==> config.mk <==
export PLATFORM = sky130hd
export DESIGN_NAME = ram_burst_master
export DESIGN_NICKNAME = d
export VERILOG_FILES = /design/src/rtl/ram_burst_master.sv
export SDC_FILE = /design/constraint.sdc
export NUM_CORES = 1
export LEC_CHECK = 0
export CORE_MARGIN = 5
export CORE_UTILIZATION = 40
export CTS_CLUSTER_DIAMETER = 120
export DETAILED_ROUTE_END_ITERATION = 10
export PLACE_DENSITY_LB_ADDON = 0.08
export SLEW_MARGIN = 40
export SYNTH_ARGS = -nofsm -noshare
export SYNTH_HDL_FRONTEND = slang
export SYNTH_SLANG_ARGS = --single-unit
==> constraint.sdc <==
create_clock -name clk_i -period 5.3 [get_ports clk_i]
set_input_delay 1.06 -clock clk_i [delete_from_list [all_inputs] [get_ports clk_i]]
set_output_delay 1.06 -clock clk_i [all_outputs]
set_load 0.05 [all_outputs]
==> src/rtl/ram_burst_master.sv <==
// ram_burst_master: command-driven burst initiator for a single-port word RAM.
// Write bursts move words from a valid/ready input stream into consecutive
// RAM addresses; read bursts fetch consecutive words onto a valid/ready
// output stream. Addresses wrap modulo 2^ADDR_BIT.
// Optional build macro: RAM_BURST_CHECKSUM_EN (running XOR of burst words).
module ram_burst_master #(
  parameter int unsigned ADDR_BIT = 8
) (
  input  logic                clk_i,
  input  logic                rst_i,
  input  logic                cmd_start_i,
  input  logic                cmd_wr_i,
  input  logic [ADDR_BIT-1:0] cmd_addr_i,
  input  logic [ADDR_BIT:0]   cmd_len_i,
  output logic                busy_o,
  output logic                done_o,
  input  logic [31:0]         s_data_i,
  input  logic                s_valid_i,
  output logic                s_ready_o,
  output logic [31:0]         m_data_o,
  output logic                m_valid_o,
  input  logic                m_ready_i,
  output logic                ram_wr_en_o,
  output logic                ram_rd_en_o,
  output logic [ADDR_BIT-1:0] ram_addr_o,
  output logic [31:0]         ram_wdata_o,
  input  logic [31:0]         ram_rdata_i,
  output logic [31:0]         checksum_o
);

  localparam int unsigned LEN_W  = ADDR_BIT + 1;
  localparam int unsigned DATA_W = 32;

  typedef enum logic [2:0] {
    S_IDLE,
    S_WR,
    S_RD_ADDR,
    S_RD_CAP,
    S_RD_OUT,
    S_DONE
  } state_t;

  state_t              state;
  state_t              state_nxt;
  logic [ADDR_BIT-1:0] ptr;
  logic [LEN_W-1:0]    cnt;
  logic                accept;
  logic                wr_fire;
  logic                rd_fire;
  logic                last;

  // A command is taken whenever the block is not busy (IDLE or the DONE cycle)
  assign accept  = cmd_start_i && ((state == S_IDLE) || (state == S_DONE));
  assign wr_fire = (state == S_WR) && s_valid_i;
  assign rd_fire = (state == S_RD_OUT) && m_ready_i;
  assign last    = (cnt == LEN_W'(1));

  // State register
  always_ff @(posedge clk_i or posedge rst_i) begin
    if (rst_i) begin
      state <= S_IDLE;
    end else begin
      state <= state_nxt;
    end
  end

  // Next-state and state-decoded outputs
  always_comb begin
    state_nxt   = state;
    busy_o      = 1'b0;
    done_o      = 1'b0;
    s_ready_o   = 1'b0;
    ram_wr_en_o = 1'b0;
    ram_rd_en_o = 1'b0;
    ram_addr_o  = '0;
    ram_wdata_o = '0;

    case (state)
      S_IDLE, S_DONE: begin
        done_o = (state == S_DONE);
        if (state == S_DONE) begin
          state_nxt = S_IDLE;
        end
        if (accept) begin
          if (cmd_len_i == '0) begin
            state_nxt = S_DONE;
          end else if (cmd_wr_i) begin
            state_nxt = S_WR;
          end else begin
            state_nxt = S_RD_ADDR;
          end
        end
      end
      S_WR: begin
        busy_o    = 1'b1;
        s_ready_o = 1'b1;
        if (wr_fire) begin
          ram_wr_en_o = 1'b1;
          ram_addr_o  = ptr;
          ram_wdata_o = s_data_i;
          if (last) begin
            state_nxt = S_DONE;
          end
        end
      end
      S_RD_ADDR: begin
        busy_o      = 1'b1;
        ram_rd_en_o = 1'b1;
        ram_addr_o  = ptr;
        state_nxt   = S_RD_CAP;
      end
      S_RD_CAP: begin
        busy_o      = 1'b1;
        ram_rd_en_o = 1'b1;
        ram_addr_o  = ptr;
        state_nxt   = S_RD_OUT;
      end
      S_RD_OUT: begin
        busy_o = 1'b1;
        if (rd_fire) begin
          state_nxt = last ? S_DONE : S_RD_ADDR;
        end
      end
      default: begin
        state_nxt = S_IDLE;
      end
    endcase
  end

  // Address pointer, remaining-word counter and read output register
  always_ff @(posedge clk_i or posedge rst_i) begin
    if (rst_i) begin
      ptr       <= '0;
      cnt       <= '0;
      m_data_o  <= '0;
      m_valid_o <= 1'b0;
    end else begin
      if (accept) begin
        ptr <= cmd_addr_i;
        cnt <= cmd_len_i;
      end
      if (wr_fire || rd_fire) begin
        ptr <= ptr + ADDR_BIT'(1);
        cnt <= cnt - LEN_W'(1);
      end
      if (state == S_RD_CAP) begin
        m_data_o  <= ram_rdata_i;
        m_valid_o <= 1'b1;
      end
      if (rd_fire) begin
        m_valid_o <= 1'b0;
      end
    end
  end

`ifdef RAM_BURST_CHECKSUM_EN
  logic [DATA_W-1:0] csum;

  // Running XOR of every word handed over in the current burst
  always_ff @(posedge clk_i or posedge rst_i) begin
    if (rst_i) begin
      csum <= '0;
    end else if (accept) begin
      csum <= '0;
    end else if (wr_fire) begin
      csum <= csum ^ s_data_i;
    end else if (rd_fire) begin
      csum <= csum ^ m_data_o;
    end
  end

  assign checksum_o = csum;
`else
  assign checksum_o = DATA_W'(0);
`endif

endmodule

# Word-level counts from Yosys, hierarchy flattened

Cells that the tools add are included.

Output and inout port bits: 110
Register bits after elaboration: 53
Input port bits: 87
Word-level logic and storage cells: 55

Eq/ne operators: 10
Add/subtract/negate cells: 2
Reduce and logical (&&, ||, !) cells: 13
Muxes and demuxes: 25

Operators by type and width:

| kind                                             | count |
|---|---|
| two-way mux 32 bit                               | 2 |
| two-way mux 8 bit                                | 3 |
| two-way mux 3 bit                                | 7 |
| two-way mux 9 bit                                | 2 |
| one-hot mux 8 bit (2 select lines)               | 1 |
| one-hot mux 3 bit (5 select lines)               | 1 |
| == test 9 x 1 -> 1 bit, second input constant    | 1 |
| zero test 9 bit                                  | 1 |
| subtractor 9 x 1 -> 9 bit, second input constant | 1 |
| adder 8 x 1 -> 8 bit, second input constant      | 1 |
| two-way mux 1 bit                                | 8 |
| == test 3 x 2 -> 1 bit, second input constant    | 2 |
| == test 3 bit, second input constant             | 2 |
| inequality test 2 bit, second input constant     | 3 |
| AND reduction 4 bit                              | 1 |
| nonzero test 2 bit                               | 2 |
| OR reduction 2 bit                               | 2 |
| OR reduction 4 bit                               | 1 |
| == test 3 x 1 -> 1 bit, second input constant    | 1 |
| logical AND 1 bit                                | 3 |
| zero test 3 bit                                  | 1 |
| inequality test 3 bit, second input constant     | 1 |
| logical OR 1 bit                                 | 2 |
| two-way mux 2 bit                                | 1 |

# Logic depth before layout (Yosys ltp)

Depth after elaboration: 5
Gate-level depth with buffers: 7
Mapped depth without buffers: 6

# Worst setup path before layout

No wires, ideal clock.

Path kind: in2out
Start point: input s_valid_i
End point: output ram_addr_o[1]
Arrival: 2.519 ns
Setup slack: 1.721 ns
Buffers on the path: 1
Stages on the path: 5
Required time: 4.240 ns
Path through: nand4bb_1 inv_2 clkbuf_1 nor2_1 nor2b_1

Word-level cells in the longest chain between the ends: 3

RTL lines:

| item                               | RTL line | text |
|---|---|---|
| from (decl)                        | 18       | `input logic s_valid_i,` |
| logical AND 1 bit                  | 54       | `assign wr_fire = (state == S_WR) && s_valid_i;` |
| two-way mux 8 bit                  | 97       | `if (wr_fire) begin` |
| one-hot mux 8 bit (2 select lines) | 78       | `case (state)` |
| to (decl)                          | 25       | `output logic [ADDR_BIT-1:0] ram_addr_o,` |

Every way passes these cells.

# Worst setup path after layout

Start point: input s_valid_i
End point: output ram_wdata_o[24]

Word-level cells in the longest chain between the ends: 3

RTL lines:

| item               | RTL line | text |
|---|---|---|
| logical AND 1 bit  | 54       |  |
| two-way mux 32 bit | 97       |  |
| two-way mux 32 bit | 78       |  |
| to (decl)          | 26       | `output logic [31:0] ram_wdata_o,` |

Every way passes these cells.

==> impl_metrics.env <==
export IMPL_dr_total_vias=2700
export IMPL_ys_ff_latch=53
export IMPL_combPwrFrac_pct=66.8
export IMPL_synth_top_cell_area_share_pct=42.8
export IMPL_finalCriticalPeriod_ps=4340
export IMPL_drt_first_pass_iters=4
export IMPL_die_area_mm2=0.00960
export IMPL_vias_per_cell=4.80
export IMPL_place_inst=555
export IMPL_cts_buffers=5
export IMPL_reg2reg_setup_slack_ps=3030
export IMPL_htreeDepth=2
export IMPL_fillers=675
export IMPL_io_buffers=164
export IMPL_synth_distinct_cells=57
export IMPL_finalCritPeriodShare_pct=81.9
export IMPL_die_width_um=98.0
export IMPL_stdcell_count=563
export IMPL_synth_edf_count=0
export IMPL_dpl_hpwl_um=6620
export IMPL_die_height_um=98.0
export IMPL_hold_buffers=0
export IMPL_gr_total_overflow=0
export IMPL_fin_ws_ps=959
export IMPL_maxSlewViolCount=0
export IMPL_reg2reg_from="state[2]"
export IMPL_status="finished clean"
export IMPL_relSlewSlack_pct=54.5
export IMPL_cts_resized=0
export IMPL_ys_async_sr_fraction_pct=100
export IMPL_critical_path_class="input pin to primary output"
export IMPL_end_kind="primary output"
export IMPL_critPathLaunchType="input pin"
export IMPL_drtAntennaViolNets=0
export IMPL_worst_pin_slew_ps=683
export IMPL_p_sw_mw=1.65
export IMPL_hold_viol=0
export IMPL_post_cts_buffers=0
export IMPL_setup_tns_final_ps=0
export IMPL_grt_pass1_vias=2706
export IMPL_synth_seq_area_share_pct=42.8
export IMPL_clkSinkCount=53
export IMPL_routed_wl_um=8570
export IMPL_wl_per_cell_um=15.2
export IMPL_coreArea_mm2=0.00765
export IMPL_grt_max_degree=35
export IMPL_place_ws_ps=952
export IMPL_antenna_cells=0
export IMPL_p_int_mw=1.46
export IMPL_grt_pass1_wl_um=13600
export IMPL_ys_warn_count=0
export IMPL_hp_class="register to register"
export IMPL_grt_use_total_pct=17.2
export IMPL_placed_cell_area_mm2=0.00470
export IMPL_cts_root_to_sink_buffers=2
export IMPL_yosysMostFrequentCell="dfrtp_1"
export IMPL_synth_commonest_cells="53 x dfrtp_1, 34 x buf_4, 32 x and2_1"
export IMPL_drtIter0Drc=92
export IMPL_setup_worst_path_end="ram_wdata_o[24]"
export IMPL_io_pins=197
export IMPL_startpoint="s_valid_i"
export IMPL_synth_largest_area_cell="dfrtp_1"
export IMPL_drc=0
export IMPL_r2r_cells=6
export IMPL_grt_setup_unrepaired="false"
export IMPL_antenna_found_initial=0
export IMPL_p_leak_nw=1.96
export IMPL_clk_latency_ps=320
export IMPL_place_gp_congestion=0.774
export IMPL_root_buffer="clkbuf_8"
export IMPL_synth_area_top_cells="dfrtp_1 43%, buf_4 8.2%, and2_1 6.5%"
export IMPL_p_clk_share_pct=8.1
export IMPL_fmax_mhz=230
export IMPL_critPathArrivalTime_ps=3280
export IMPL_ir_worst_vdd_mv=0.354
export IMPL_start_util_pct=40.5
export IMPL_clk_pin_slew_ps=100
export IMPL_final_area_mm2=0.00479
export IMPL_rows=32
export IMPL_powerDensity_mw_per_mm2=648
export IMPL_reg2reg_to="cnt[4]"
export IMPL_path_max_fanout=25
export IMPL_area_growth_pct=54.8
export IMPL_synthCells=301
export IMPL_fin_skew_ps=9.50
export IMPL_syn_avg_cell_area_um2=10.3
export IMPL_ys_flop_type="dfrtp_1"
export IMPL_nets=550
export IMPL_fin_util_pct=62.7
export IMPL_worstPathRequired_ps=4240
export IMPL_cap_violations=0
export IMPL_sw_frac_of_total_pct=53.0
export IMPL_pwr_share_seq_pct=25.1
export IMPL_drive_gt1_share_pct=8.68
export IMPL_cts_tree="done"
export IMPL_synth_area_mm2=0.00310
export IMPL_setup_violations=0
-- state kept, by name, summed over array words and instances (netlist names) --
name and flops:
cnt 9, m_data_o 32, m_valid_o 1, ptr 8
state 3
-- worst min path at each step --
stage                 startpoint            to  depth (start not counted)
floorplan                 ptr[7]        ptr[7]                          1
CTS                       ptr[7]        ptr[7]                          1
global placement    m_data_o[13]  m_data_o[13]                          1
finish                    ptr[7]        ptr[7]                          1
global route              ptr[7]        ptr[7]                          1
detailed placement  m_data_o[14]  m_data_o[14]                          1
-- cell families after synthesis --
family,share of synthesized area (%)
compound gates,12.6
xor+xnor,0.566
fa+ha+maj,1.21
buf+inv,11.1
flops,42.8
mux,12.3
other cells,0.121
simple gates,19.4
-- metal layers --
| metal | part of all wire (%) | vias up | wire [um] | GRT usage, % |
|---|---|---|---|---|
| li1 | - | 1314 | - | - |
| met1 | 41 | 1251 | 3500 | 20.9 |
| met2 | 47 | 124 | 4060 | 28.5 |
| met3 | 11 | 11 | 912 | 6.86 |
| met4 | 1.2 | 0 | 100 | 4.15 |
| met5 | 0 | - | 0 | 0 |
-- per-stage QoR --
stage / hold WS, ps / total power, mW
after floorplan: 450 / 2.24
after detailed placement: 480 / 2.87
after global placement: 473 / 2.84
after CTS: 500 / 3.13
after global routing: 519 / 3.30
final: 501 / 3.11
-- power groups by stage --
| stage | Combinational, mW | Clock, mW | Sequential, mW |
|---|---|---|---|
| 3_5_place_dp | 2.09 | 0 | 0.787 |
| 5_1_grt | 2.20 | 0.281 | 0.817 |
| 3_3_place_gp | 2.07 | 0 | 0.774 |
| 6_report | 2.08 | 0.250 | 0.781 |
| 2_1_floorplan | 1.05 | 0 | 1.19 |
| 4_1_cts | 2.10 | 0.259 | 0.780 |
-- cell type report --
cell class	instances	area, um^2	area share (%)
repair buffers	167	1660	34.7
inverters	9	33.8	0.705
clock buffers	5	68.8	1.44
multi-input cells	224	1540	32.2
flip-flops and latches	53	1330	27.7
well taps	102	128	2.66
clock inverters	3	28.8	0.600
-- cell usage in the layout, fill, tap and decap left out, types with 3 or more instances in the layout --
master,Yosys,layout
clkdlybuf4s50_1,0,164
o22ai_1,8,8
ha_1,3,3
o32ai_1,3,3
nor2b_1,7,7
nor2_1,17,17
nand2_1,14,14
nand3_1,4,4
mux2_2,16,16
conb_1,1,32
inv_1,8,7
dfrtp_1,53,53
a21oi_1,10,10
mux2_1,16,16
or3_1,3,3
clkbuf_8,0,5
nand2b_1,4,4
o21ai_0,4,4
buf_4,34,3
nor3_1,4,4
and2_1,32,32
-- worst max-delay path: stages --
cell and delay, ps:
clkdlybuf4s50_1 490, nand4bb_1 190, inv_2 300, buf_4 280
and2_1 150, clkdlybuf4s50_1 790
Power figures use the tool's default switching activity.
